--- src/rtl/output_bram_address_generator_pkg.sv ---
// Shared state type, traversal modes and default sizing for the output BRAM
// address generator and the BRAM wrapper it feeds.
package output_bram_pkg;

  typedef enum logic [1:0] {
    IDLE = 2'd0,
    RUN  = 2'd1,
    DONE = 2'd2
  } out_gen_state_t;

  localparam logic MODE_PLANAR = 1'b0;
  localparam logic MODE_PIXEL  = 1'b1;

  localparam int OUTPUT_CHANNEL_WIDTH_DEF = 8;
  localparam int OUTPUT_ROW_WIDTH_DEF     = 6;
  localparam int OUTPUT_COL_WIDTH_DEF     = 6;
  localparam int OUTPUT_BRAM_NUM_DEF      = 4;
  localparam int OUTPUT_BRAM_DEPTH_DEF    = 1152;

endpackage

--- src/rtl/output_bram_address_generator_if.sv ---
// Beat stream from the address generator to the output BRAM write port.
interface output_bram_address_generator_if
  import output_bram_pkg::*;
#(
  parameter int CH_W   = OUTPUT_CHANNEL_WIDTH_DEF,
  parameter int ROW_W  = OUTPUT_ROW_WIDTH_DEF,
  parameter int COL_W  = OUTPUT_COL_WIDTH_DEF,
  parameter int ADDR_W = $clog2(OUTPUT_BRAM_DEPTH_DEF),
  parameter int BANK_W = $clog2(OUTPUT_BRAM_NUM_DEF)
);
  logic              o_valid;
  logic              i_ready;
  logic [BANK_W-1:0] o_bank_sel;
  logic [ADDR_W-1:0] o_output_feature_address;
  logic [CH_W-1:0]   o_output_feature_channel_data_point;
  logic [ROW_W-1:0]  o_output_feature_row_data_point;
  logic [COL_W-1:0]  o_output_feature_col_data_point;
  logic              o_last;

  modport master (
    output o_valid, o_bank_sel, o_output_feature_address,
           o_output_feature_channel_data_point, o_output_feature_row_data_point,
           o_output_feature_col_data_point, o_last,
    input  i_ready
  );

  modport slave (
    input  o_valid, o_bank_sel, o_output_feature_address,
           o_output_feature_channel_data_point, o_output_feature_row_data_point,
           o_output_feature_col_data_point, o_last,
    output i_ready
  );
endinterface

--- src/rtl/output_bram_address_generator_config_checker.sv ---
// Tile legality check and plane size (R*C); evaluated only when a start is sampled.
module output_tile_config_checker
  import output_bram_pkg::*;
#(
  parameter int CH_W   = OUTPUT_CHANNEL_WIDTH_DEF,
  parameter int ROW_W  = OUTPUT_ROW_WIDTH_DEF,
  parameter int COL_W  = OUTPUT_COL_WIDTH_DEF,
  parameter int ADDR_W = $clog2(OUTPUT_BRAM_DEPTH_DEF),
  parameter int BANK_W = $clog2(OUTPUT_BRAM_NUM_DEF),
  parameter int DEPTH  = OUTPUT_BRAM_DEPTH_DEF
) (
  input  logic [ROW_W-1:0]       row_cnt,
  input  logic [COL_W-1:0]       col_cnt,
  input  logic [CH_W-1:0]        start_ch,
  input  logic [CH_W-1:0]        end_ch,
  output logic                   cfg_ok,
  output logic [ROW_W+COL_W-1:0] plane_size
);
  localparam int WIDE = ADDR_W + CH_W + ROW_W + COL_W;
  localparam int PW   = ROW_W + COL_W;

  logic [CH_W-1:0] span;
  logic [WIDE-1:0] groups;
  logic [WIDE-1:0] need;

  // Wide enough that groups*R*C cannot wrap for any input combination.
  assign span       = end_ch - start_ch;
  assign groups     = WIDE'(span >> BANK_W) + WIDE'(1);
  assign need       = groups * WIDE'(row_cnt) * WIDE'(col_cnt);
  assign plane_size = PW'(row_cnt) * PW'(col_cnt);
  assign cfg_ok     = (end_ch >= start_ch) && (row_cnt != '0) && (col_cnt != '0)
                      && (need <= WIDE'(DEPTH));
endmodule

--- src/rtl/output_bram_address_generator.sv ---
// Walks an output tile and issues one BRAM write target per handshake, building
// addresses incrementally (base per channel group + pixel offset).
module output_bram_address_generator
  import output_bram_pkg::*;
#(
  parameter int OUTPUT_CHANNEL_WIDTH      = OUTPUT_CHANNEL_WIDTH_DEF,
  parameter int OUTPUT_ROW_WIDTH          = OUTPUT_ROW_WIDTH_DEF,
  parameter int OUTPUT_COL_WIDTH          = OUTPUT_COL_WIDTH_DEF,
  parameter int OUTPUT_BRAM_NUM           = OUTPUT_BRAM_NUM_DEF,
  parameter int OUTPUT_BRAM_DEPTH         = OUTPUT_BRAM_DEPTH_DEF,
  parameter int OUTPUT_BRAM_ADDRESS_WIDTH = $clog2(OUTPUT_BRAM_DEPTH),
  parameter int BANK_SEL_WIDTH            = $clog2(OUTPUT_BRAM_NUM)
) (
  input  logic                            i_clk,
  input  logic                            i_rst,
  input  logic                            i_start,
  input  logic                            i_abort,
  input  logic                            i_mode,
  input  logic [OUTPUT_ROW_WIDTH-1:0]     i_output_feature_row,
  input  logic [OUTPUT_COL_WIDTH-1:0]     i_output_feature_col,
  input  logic [OUTPUT_CHANNEL_WIDTH-1:0] i_output_start_index_channel,
  input  logic [OUTPUT_CHANNEL_WIDTH-1:0] i_output_end_index_channel,
  output logic                            o_busy,
  output logic                            o_done,
  output logic                            o_error,
  output_bram_address_generator_if.master beat
);
  localparam int CH_W   = OUTPUT_CHANNEL_WIDTH;
  localparam int ROW_W  = OUTPUT_ROW_WIDTH;
  localparam int COL_W  = OUTPUT_COL_WIDTH;
  localparam int ADDR_W = OUTPUT_BRAM_ADDRESS_WIDTH;
  localparam int BANK_W = BANK_SEL_WIDTH;

  localparam logic [CH_W-1:0]   CH_ONE   = CH_W'(1);
  localparam logic [ROW_W-1:0]  ROW_ONE  = ROW_W'(1);
  localparam logic [COL_W-1:0]  COL_ONE  = COL_W'(1);
  localparam logic [ADDR_W-1:0] ADDR_ONE = ADDR_W'(1);
  localparam logic [BANK_W-1:0] BANK_ONE = BANK_W'(1);

  // state | meaning
  // IDLE  | waiting for a start; config errors pulse o_error here
  // RUN   | presenting beats, advancing on each handshake
  // DONE  | one-cycle completion pulse, then back to IDLE
  out_gen_state_t state_q, state_d;

  logic                    mode_q, mode_d;
  logic [ROW_W-1:0]        row_cnt_q, row_cnt_d, row_q, row_d, row_nx;
  logic [COL_W-1:0]        col_cnt_q, col_cnt_d, col_q, col_d, col_nx;
  logic [CH_W-1:0]         s_q, s_d, e_q, e_d, ch_q, ch_d;
  logic [BANK_W-1:0]       bank_q, bank_d;
  logic [ADDR_W-1:0]       plane_q, plane_d, base_q, base_d, pix_q, pix_d, pix_nx;
  logic [ADDR_W-1:0]       addr_q, addr_d;
  logic                    valid_q, valid_d, last_q, last_d;
  logic                    busy_q, busy_d, done_q, done_d, error_q, error_d;
  logic                    col_end, row_end, bank_end, step;
  logic                    cfg_ok;
  logic [ROW_W+COL_W-1:0]  plane_size;

  output_tile_config_checker #(
    .CH_W(CH_W), .ROW_W(ROW_W), .COL_W(COL_W), .ADDR_W(ADDR_W),
    .BANK_W(BANK_W), .DEPTH(OUTPUT_BRAM_DEPTH)
  ) u_cfg_chk (
    .row_cnt   (i_output_feature_row),
    .col_cnt   (i_output_feature_col),
    .start_ch  (i_output_start_index_channel),
    .end_ch    (i_output_end_index_channel),
    .cfg_ok    (cfg_ok),
    .plane_size(plane_size)
  );

  // Pixel (row/col) step shared by both traversal orders.
  always_comb begin
    col_end  = (col_q == col_cnt_q - COL_ONE);
    row_end  = (row_q == row_cnt_q - ROW_ONE);
    bank_end = (bank_q == '1);
    step     = valid_q && beat.i_ready;
    col_nx   = col_end ? '0 : col_q + COL_ONE;
    row_nx   = row_q;
    pix_nx   = pix_q + ADDR_ONE;
    if (col_end) begin
      row_nx = row_end ? '0 : row_q + ROW_ONE;
      if (row_end) pix_nx = '0;
    end
  end

  always_comb begin
    state_d   = state_q;
    mode_d    = mode_q;
    row_cnt_d = row_cnt_q;
    col_cnt_d = col_cnt_q;
    s_d       = s_q;
    e_d       = e_q;
    plane_d   = plane_q;
    ch_d      = ch_q;
    row_d     = row_q;
    col_d     = col_q;
    bank_d    = bank_q;
    base_d    = base_q;
    pix_d     = pix_q;
    addr_d    = addr_q;
    valid_d   = valid_q;
    last_d    = last_q;
    busy_d    = busy_q;
    done_d    = 1'b0;
    error_d   = 1'b0;
    case (state_q)
      IDLE: begin
        if (!i_abort && i_start) begin
          if (cfg_ok) begin
            state_d   = RUN;
            mode_d    = i_mode;
            row_cnt_d = i_output_feature_row;
            col_cnt_d = i_output_feature_col;
            s_d       = i_output_start_index_channel;
            e_d       = i_output_end_index_channel;
            plane_d   = ADDR_W'(plane_size);
            ch_d      = i_output_start_index_channel;
            row_d     = '0;
            col_d     = '0;
            bank_d    = '0;
            base_d    = '0;
            pix_d     = '0;
            addr_d    = '0;
            valid_d   = 1'b1;
            busy_d    = 1'b1;
            last_d    = (i_output_start_index_channel == i_output_end_index_channel)
                        && (i_output_feature_row == ROW_ONE)
                        && (i_output_feature_col == COL_ONE);
          end else begin
            error_d = 1'b1;
          end
        end
      end
      RUN: begin
        if (i_abort) begin
          state_d = IDLE;
          valid_d = 1'b0;
          busy_d  = 1'b0;
        end else if (step && last_q) begin
          state_d = DONE;
          valid_d = 1'b0;
          busy_d  = 1'b0;
          done_d  = 1'b1;
        end else if (step) begin
          if (mode_q == MODE_PLANAR) begin
            col_d = col_nx;
            row_d = row_nx;
            pix_d = pix_nx;
            if (col_end && row_end) begin
              ch_d   = ch_q + CH_ONE;
              bank_d = bank_q + BANK_ONE;
              if (bank_end) base_d = base_q + plane_q;
            end
          end else if (ch_q != e_q) begin
            ch_d   = ch_q + CH_ONE;
            bank_d = bank_q + BANK_ONE;
            if (bank_end) base_d = base_q + plane_q;
          end else begin
            ch_d   = s_q;
            bank_d = '0;
            base_d = '0;
            col_d  = col_nx;
            row_d  = row_nx;
            pix_d  = pix_nx;
          end
          addr_d = base_d + pix_d;
          last_d = (ch_d == e_q) && (row_d == row_cnt_q - ROW_ONE)
                   && (col_d == col_cnt_q - COL_ONE);
        end
      end
      DONE: begin
        state_d = IDLE;
      end
      default: begin
        state_d = IDLE;
        valid_d = 1'b0;
        busy_d  = 1'b0;
      end
    endcase
  end

  always_ff @(posedge i_clk) begin
    if (i_rst) begin
      state_q   <= IDLE;
      mode_q    <= 1'b0;
      row_cnt_q <= '0;
      col_cnt_q <= '0;
      s_q       <= '0;
      e_q       <= '0;
      plane_q   <= '0;
      ch_q      <= '0;
      row_q     <= '0;
      col_q     <= '0;
      bank_q    <= '0;
      base_q    <= '0;
      pix_q     <= '0;
      addr_q    <= '0;
      valid_q   <= 1'b0;
      last_q    <= 1'b0;
      busy_q    <= 1'b0;
      done_q    <= 1'b0;
      error_q   <= 1'b0;
    end else begin
      state_q   <= state_d;
      mode_q    <= mode_d;
      row_cnt_q <= row_cnt_d;
      col_cnt_q <= col_cnt_d;
      s_q       <= s_d;
      e_q       <= e_d;
      plane_q   <= plane_d;
      ch_q      <= ch_d;
      row_q     <= row_d;
      col_q     <= col_d;
      bank_q    <= bank_d;
      base_q    <= base_d;
      pix_q     <= pix_d;
      addr_q    <= addr_d;
      valid_q   <= valid_d;
      last_q    <= last_d;
      busy_q    <= busy_d;
      done_q    <= done_d;
      error_q   <= error_d;
    end
  end

  assign beat.o_valid                             = valid_q;
  assign beat.o_bank_sel                          = bank_q;
  assign beat.o_output_feature_address            = addr_q;
  assign beat.o_output_feature_channel_data_point = ch_q;
  assign beat.o_output_feature_row_data_point     = row_q;
  assign beat.o_output_feature_col_data_point     = col_q;
  assign beat.o_last                              = last_q;
  assign o_busy  = busy_q;
  assign o_done  = done_q;
  assign o_error = error_q;
endmodule

--- src/flat_wrapper.sv ---
// flat-port wrapper written by rule: the top's interface ports become plain ports
module output_bram_address_generator_flat import output_bram_pkg::*;
#(
  parameter int OUTPUT_CHANNEL_WIDTH      = OUTPUT_CHANNEL_WIDTH_DEF,
  parameter int OUTPUT_ROW_WIDTH          = OUTPUT_ROW_WIDTH_DEF,
  parameter int OUTPUT_COL_WIDTH          = OUTPUT_COL_WIDTH_DEF,
  parameter int OUTPUT_BRAM_NUM           = OUTPUT_BRAM_NUM_DEF,
  parameter int OUTPUT_BRAM_DEPTH         = OUTPUT_BRAM_DEPTH_DEF,
  parameter int OUTPUT_BRAM_ADDRESS_WIDTH = $clog2(OUTPUT_BRAM_DEPTH),
  parameter int BANK_SEL_WIDTH            = $clog2(OUTPUT_BRAM_NUM)
)
  (i_clk, i_rst, i_start, i_abort, i_mode, i_output_feature_row, i_output_feature_col, i_output_start_index_channel, i_output_end_index_channel, o_busy, o_done, o_error, beat_o_valid, beat_o_bank_sel, beat_o_output_feature_address, beat_o_output_feature_channel_data_point, beat_o_output_feature_row_data_point, beat_o_output_feature_col_data_point, beat_o_last, beat_i_ready);
  output_bram_address_generator_if #(.CH_W((8)), .ROW_W((6)), .COL_W((6)), .ADDR_W(($clog2((1152)))), .BANK_W(($clog2((4))))) beat_i ();
  input  logic i_clk;
  input  logic i_rst;
  input  logic i_start;
  input  logic i_abort;
  input  logic i_mode;
  input  logic [OUTPUT_ROW_WIDTH-1:0] i_output_feature_row;
  input  logic [OUTPUT_COL_WIDTH-1:0] i_output_feature_col;
  input  logic [OUTPUT_CHANNEL_WIDTH-1:0] i_output_start_index_channel;
  input  logic [OUTPUT_CHANNEL_WIDTH-1:0] i_output_end_index_channel;
  output logic o_busy;
  output logic o_done;
  output logic o_error;
  output wire logic [$bits(beat_i.o_valid)-1:0] beat_o_valid;
  output wire logic [$bits(beat_i.o_bank_sel)-1:0] beat_o_bank_sel;
  output wire logic [$bits(beat_i.o_output_feature_address)-1:0] beat_o_output_feature_address;
  output wire logic [$bits(beat_i.o_output_feature_channel_data_point)-1:0] beat_o_output_feature_channel_data_point;
  output wire logic [$bits(beat_i.o_output_feature_row_data_point)-1:0] beat_o_output_feature_row_data_point;
  output wire logic [$bits(beat_i.o_output_feature_col_data_point)-1:0] beat_o_output_feature_col_data_point;
  output wire logic [$bits(beat_i.o_last)-1:0] beat_o_last;
  input wire logic [$bits(beat_i.i_ready)-1:0] beat_i_ready;
  assign beat_o_valid = beat_i.o_valid;
  assign beat_o_bank_sel = beat_i.o_bank_sel;
  assign beat_o_output_feature_address = beat_i.o_output_feature_address;
  assign beat_o_output_feature_channel_data_point = beat_i.o_output_feature_channel_data_point;
  assign beat_o_output_feature_row_data_point = beat_i.o_output_feature_row_data_point;
  assign beat_o_output_feature_col_data_point = beat_i.o_output_feature_col_data_point;
  assign beat_o_last = beat_i.o_last;
  assign beat_i.i_ready = beat_i_ready;
  output_bram_address_generator #(.OUTPUT_CHANNEL_WIDTH(OUTPUT_CHANNEL_WIDTH), .OUTPUT_ROW_WIDTH(OUTPUT_ROW_WIDTH), .OUTPUT_COL_WIDTH(OUTPUT_COL_WIDTH), .OUTPUT_BRAM_NUM(OUTPUT_BRAM_NUM), .OUTPUT_BRAM_DEPTH(OUTPUT_BRAM_DEPTH), .OUTPUT_BRAM_ADDRESS_WIDTH(OUTPUT_BRAM_ADDRESS_WIDTH), .BANK_SEL_WIDTH(BANK_SEL_WIDTH)) u_core (.i_clk(i_clk), .i_rst(i_rst), .i_start(i_start), .i_abort(i_abort), .i_mode(i_mode), .i_output_feature_row(i_output_feature_row), .i_output_feature_col(i_output_feature_col), .i_output_start_index_channel(i_output_start_index_channel), .i_output_end_index_channel(i_output_end_index_channel), .o_busy(o_busy), .o_done(o_done), .o_error(o_error), .beat(beat_i));
endmodule
--- config.mk ---
export PLATFORM = sky130hd
export DESIGN_NAME = output_bram_address_generator_flat
export DESIGN_NICKNAME = d
export VERILOG_FILES = /design/src/rtl/output_bram_address_generator_pkg.sv /design/src/rtl/output_bram_address_generator_if.sv /design/src/rtl/output_bram_address_generator_config_checker.sv /design/src/rtl/output_bram_address_generator.sv /design/src/flat_wrapper.sv
export SDC_FILE = /design/constraint.sdc
export NUM_CORES = 1
export LEC_CHECK = 0
export CORE_ASPECT_RATIO = 1.75
export CORE_MARGIN = 2
export CORE_UTILIZATION = 50
export CTS_BUF_LIST = sky130_fd_sc_hd__clkbuf_2
export CTS_CLUSTER_DIAMETER = 60
export DETAILED_ROUTE_END_ITERATION = 10
export GPL_ROUTABILITY_DRIVEN = 0
export PLACE_DENSITY = 0.83
export SLEW_MARGIN = 30
export SYNTH_ARGS = -nofsm -noshare
export SYNTH_HDL_FRONTEND = slang
export SYNTH_SLANG_ARGS = --single-unit
--- constraint.sdc ---
create_clock -name i_clk -period 10.52 [get_ports i_clk]
set_input_delay 1.052 -clock i_clk [delete_from_list [all_inputs] [get_ports i_clk]]
set_output_delay 1.052 -clock i_clk [all_outputs]
set_load 0.02 [all_outputs]
==> results.yml, run 1 <==
timing:
  skew_ns: 0.0443
  maxSlewViolCount: 0
  min_period_over_period_pct: 99.0
  tightest_slew_ns: 0.924
  worst_slack_ns: 0.106
  rsz0062_at_grt: "yes"
  fmax_ghz: 0.0960
  slew_headroom_pct: 38.2
  final_hold_viol_count: 0
  period_needed_ns: 10.41
  setup_viol: 0
  hold-worst-slack_ns: 0.467
logic_synthesis:
  yosys_register_bits: 101
  synthFlopType: "dfxtp_1"
  postSynthCellCount: 1516
  synth_area_sq_um: 11800
  ys_seq_area_share_pct: 17.2
  synth_edf_count: 0
  avgSynthCellArea_sq_um: 7.77
  synthDistinctLibCells: 77
  yosys_warnings: 0
  syn-num-nets: 1737
  async_reset_ff_share_pct: 0
worst_hold_path:
  hold_class: "reg -> reg"
  holdPathStages: 2
  hold_path_end: "u_core.beat.o_output_feature_address[8]"
  hold_start: "u_core.beat.o_output_feature_address[8]"
routing:
  drc: 2
  vias_per_cell: 6.00
  wire_per_inst_um: 18.1
  drtPass1Iterations: 11
  drt-total-wl_um: 35300
  drt-initial-drc-count: 1198
  dr_total_vias: 11700
  drtAntennaViolNets: 0
clocking:
  cts_tree: "built"
  cts.path.max_buffers: 2
  path_clk_slew_ns: 0.31
  cts_root_buffer: "clkbuf_2"
  clock-sinks: 101
  numCtsBuffers: 9
  insertion_delay_ns: 0.71
  htreeDepth: 3
die:
  ios: 72
  std_cell_rows: 74
  die_h_um: 207
  core_area_sq_um: 23200
  die_area_sq_um: 24800
  start_util_pct: 50.7
  die_width_um: 120
worst_setup_path:
  worst-r2r-cell-count: 21
  reg2reg_from: "u_core.col_cnt_q[0]"
  r2r_end: "u_core.beat.o_output_feature_address[10]"
  required_ns: 11.15
  crit_top_cell: "fa_1"
  slowest_stage: "fa_1"
  worst-path-max-fanout: 10
  critPathCaptureType: "flip-flop"
  cp.arrival_ns: 11.04
  slowest_delay_ns: 0.56
  path_class: "in -> reg"
  startpoint_type: "input pin"
  ff2ff_setup_slack_ns: 4.79
  cp-startpoint: "i_output_start_index_channel[1]"
global_routing:
  grt_util_all_layers_pct: 28.9
  grt_pass1_wl_um: 57500
  grt_pass1_vias: 12100
  grt.overflow.total: 0
  grt_start_max_net_pins: 75
  antenna_found_initial: 1
outcome:
  status: "finished with violations"
  violations: "design-rule violations"
placement:
  place_inst: 1921
  dpl.hpwl_um: 25800
  place_area_sq_um: 13500
  dp_slack_ns: -1.07
  port_buffers: 71
cells_and_area:
  layout-drive-gt1-share_pct: 14.5
  final_nets: 1867
  stdcell_area_sq_um: 14100
  instances_no_fill: 1955
  fillers: 1925
  syn_to_final_growth_pct: 19.9
job:
  maxCapViolations: 0
==> state kept, by name, summed over array words and instances, names as in the netlist, 8 cells and up <==
| signal | flops |
|---|---|
| u_core.base_q | 11 |
| u_core.beat.o_output_feature_address | 11 |
| u_core.beat.o_output_feature_channel_data_point | 8 |
| u_core.e_q | 8 |
| u_core.pix_q | 11 |
| u_core.plane_q | 11 |
| u_core.s_q | 8 |
==> metal layers <==
layer	vias up	wire (um)	global-route usage [%]
met2	575	18500	54.5
met4	0	2680	20.0
met3	199	2230	5.19
met5	-	0	0.403
met1	5592	11900	28.0
li1	5363	-	-
==> Yosys cell counts (10+ instances only) <==
library cell	number	area share [%]
fa_1	84	14
o21bai_1	10	0.64
nor3b_1	12	0.77
ha_1	103	11
o21ai_0	52	2.2
nor2b_1	15	0.80
buf_2	12	0.51
a22o_1	11	0.82
nor2_1	78	2.5
o21a_1	10	0.64
xor2_1	26	1.9
nand2b_1	10	0.53
and3_1	14	0.74
mux2i_1	13	1.1
nand3_1	53	2.3
nor3_1	23	0.98
a31oi_1	11	0.58
nand2_1	227	7.2
dfxtp_1	101	17
a21o_1	16	1.0
inv_1	143	4.6
and2_1	97	5.2
xnor2_1	68	5.1
a21oi_1	121	5.1
clkbuf_1	64	2.0
==> placed cells by master, fill, tap and decap left out, drive strengths merged, types with 7 or more instances in the layout <==
cell             n
clkbuf          12
xnor2           68
inv            146
mux2i           13
a31oi           11
nand2b          10
o21ai           55
a22o            11
nor3b           13
o31ai            7
clkdlybuf4s50   62
nand4            9
a21oi          121
or3              9
a211oi           8
fa              84
and2            98
a21o            16
o21a            10
ha             103
nor2            78
nand2          227
nor4             9
nand3           53
nor3            25
xor2            26
nor2b           15
o21bai          10
and3            14
dfxtp          101
buf            131
==> metrics by stage <==
| stage | setup TNS, ns | utilization [%] |
|---|---|---|
| final | 0 | 60.8 |
| after global routing | -13.55 | 60.8 |
| after CTS | 0 | 59.6 |
| after detailed placement | -96.83 | 58.1 |
| after global placement | -67.76 | 58.1 |
| after floorplan | 0 | - |
==> cell type report <==
| class | count | area, sq um | area share, % |
|---|---|---|---|
| tap | 304 | 380 | 2.69 |
| antenna | 1 | 2.50 | 0.0177 |
| sequential | 101 | 2020 | 14.3 |
| clock buffer | 9 | 45.0 | 0.319 |
| inverter | 144 | 543 | 3.85 |
| multi-input combinational | 1191 | 9300 | 65.9 |
| timing repair buffer | 199 | 1780 | 12.6 |
| clock inverter | 6 | 47.5 | 0.337 |
==> timing repair <==
item | 4_1_cts | 5_1_grt
cloned | 4 | 0
pin swaps | 31 | 60
hold endpoints to repair | 0 | 0
resized for setup | 41 | 84
hold buffers | 0 | 0
buffers inserted | 10 | 9
setup endpoints to repair | 98 | 98
==> worst max-delay path: cells and delay by family <==
family	cells	cell delay (ns)
and+or+nand+nor	13	1.61
adders and majority gates	9	3.79
xor gates and xnor gates	3	0.61
buffers and inverters	10	0.81
AOI/OAI and AO/OA	16	3.20
==> kinds of logic (layout without fill, tap and decap cells) <==
| logic type | Yosys count | after routing | synth area share, % |
|---|---|---|---|
| mux | 13 | 13 | 1.11 |
| fa+ha+maj | 187 | 187 | 25.2 |
| other cells | 0 | 1 | 0 |
| xor+xnor | 99 | 99 | 7.95 |
| buf+inv | 224 | 358 | 7.34 |
| compound gates | 300 | 300 | 16.0 |
| simple gates | 592 | 592 | 25.1 |
| flops | 101 | 101 | 17.2 |
==> how the worst max path moves through the flow <==
stage,endpoint,slack [ns],depth (start not counted)
6_report,flip-flop,0.11,51
5_1_grt,u_core.beat.o_output_feature_address[6],-0.25,51
4_1_cts,u_core.base_q[10],0.01,51
3_5_place_dp,u_core.col_cnt_q[5],-1.07,49
3_3_place_gp,u_core.col_cnt_q[3],-0.76,47
2_1_floorplan,u_core.beat.o_bank_sel[1],0.007,48
Power of run 1 is left out: the tool's default activity adds up to more than one toggle a clock period on the data nets, which glitch-free logic cannot reach.
==> run 2: changes to the inputs <==
- CTS_BUF_LIST: sky130_fd_sc_hd__clkbuf_2 -> default
==> run 2 against run 1 <==
The flow finishes with violations (design-rule violations, negative setup slack). Hold slack worse by 0.0018 ns. Sequential share of layout area is 0.44 points lower. Global-route usage increased by 0.65 points. First-iteration DRC count down 1.2%. Sequential cell count unchanged. Clock skew down 0.032 ns. Worst setup slack worse by 0.34 ns. Die area unchanged. Final cell count grew 0.26%. Non-clock buffer count rose by 6. Maximum frequency shrank 3.1%.
==> results.yml, run 2 (synthesized netlist as in run 1, its figures left out) <==
worst_setup_path:
  r2r_end: "u_core.beat.o_output_feature_address[10]"
  reg2reg_from: "u_core.col_cnt_q[0]"
  slowest_delay_ns: 0.54
  slowest_stage: "fa_1"
  cp_num_buf_inv: 10
  startpoint_type: "input pin"
  critPathCaptureType: "flip-flop"
  cp_top_family: "adder cells"
  path_class: "in -> reg"
  ff2ff_setup_slack_ns: 4.80
  cp.arrival_ns: 11.03
  required_ns: 10.80
  worst-r2r-cell-count: 21
  worst-path-max-fanout: 16
  crit_top_cell: "fa_1"
cells_and_area:
  final_nets: 1873
  layout-drive-gt1-share_pct: 16.1
  n_antenna_cell: 0
  multi_input_area_sq_um: 9380
  fillers: 1819
  final_common_cell: "nand2_1"
  syn_to_final_growth_pct: 23.7
  ff_latch_area_sq_um: 2020
  instances_no_fill: 1960
  layout_common_cells: "nand2_1 (208), inv_1 (134), buf_4 (115)"
  stdcell_area_sq_um: 14600
timing:
  worst_slack_ns: -0.230
  setup_viol: 88
  period_needed_ns: 10.75
  min_period_over_period_pct: 102
  fin_setup_tns_ns: -6.99
  rsz0062_at_grt: "yes"
  tightest_slew_ns: 0.926
  final_hold_viol_count: 0
  skew_ns: 0.0124
  fmax_ghz: 0.0930
  maxSlewViolCount: 0
  slew_headroom_pct: 38.1
routing:
  vias_per_cell: 6.06
  wire_per_inst_um: 18.7
  drc: 1
  drtAntennaViolNets: 0
  drt-initial-drc-count: 1184
  drtPass1Iterations: 11
  dr_total_vias: 11900
  drt-total-wl_um: 36600
worst_hold_path:
  hold_class: "reg -> reg"
  hold_start: "u_core.s_q[7]"
  hold_path_end: "u_core.s_q[7]"
  holdPathStages: 2
global_routing:
  grt_start_max_net_pins: 75
  grt_util_all_layers_pct: 29.5
  grt_pass1_vias: 12300
  grt.overflow.total: 0
  grt_pass1_wl_um: 58600
  antenna_found_initial: 0
placement:
  place_area_sq_um: 13500
  place_inst: 1921
  dpl.hpwl_um: 25800
  dp_slack_ns: -1.07
  port_buffers: 71
die:
  die_area_sq_um: 24800
  ios: 72
  die_h_um: 207
  std_cell_rows: 74
  start_util_pct: 50.7
  core_area_sq_um: 23200
  die_width_um: 120
outcome:
  violations: "design-rule violations, negative setup slack"
  status: "finished with violations"
clocking:
  path_clk_slew_ns: 0.07
  cts_tree: "built"
  clock-sinks: 101
  ctsHoldBuffers: 0
  htreeDepth: 3
  cts_root_buffer: "clkbuf_16"
  cts.path.max_buffers: 2
  numCtsBuffers: 9
  insertion_delay_ns: 0.37
job:
  maxCapViolations: 0
run 2: per-stage QoR:
step | hold WS (ns) | utilization (%)
after floorplan | 0.429 | -
after global placement | 0.436 | 58.1
after detailed placement | 0.441 | 58.1
after CTS | 0.450 | 61.6
after global routing | 0.477 | 62.7
final | 0.465 | 62.7
run 2: worst max path at each step:
stage                               startpoint                        end  slack, ns  cells past startpoint
3_5_place_dp   i_output_start_index_channel[1]        u_core.col_cnt_q[5]      -1.07                     49
2_1_floorplan  i_output_start_index_channel[1]  u_core.beat.o_bank_sel[1]      0.007                     48
5_1_grt        i_output_start_index_channel[1]              u_core.s_q[5]      -0.55                     50
4_1_cts        i_output_start_index_channel[1]                  flip-flop      -0.23                     51
3_3_place_gp   i_output_start_index_channel[1]        u_core.col_cnt_q[3]      -0.76                     47
6_report         i_output_end_index_channel[1]              u_core.s_q[5]      -0.23                     49
run 2: per-layer routing:
metal  vias to the layer above  share of wire [%]  GRT usage (%)
li1                       5393                  -              -
met3                       223                6.2           4.73
met4                         0                8.7           22.4
met5                         -                  0              0
met2                       602                 51           55.1
met1                      5652                 34           28.8
run 2: final cells by class:
| class | count | area share (%) |
|---|---|---|
| clock inverters | 5 | 0.301 |
| well taps | 304 | 2.61 |
| inverters | 144 | 3.73 |
| multi-input cells | 1191 | 64.4 |
| clock buffers | 10 | 1.64 |
| flip-flops and latches | 101 | 13.9 |
| repair buffers | 205 | 13.5 |
run 2: tightest hold or removal path, stage by stage, from the launching register on:
cell and delay, ns:
dfxtp_1 0.31, nand2_1 0.06, a21oi_1 0.05
run 2: timing repair:
action | in CTS | in global routing
setup endpoints to repair | 99 | 99
resized for setup | 108 | 49
hold endpoints to repair | 0 | 0
pin swaps | 76 | 48
gates cloned | 5 | 1
buffers inserted | 13 | 7
Power of run 2 is left out for the same reason.
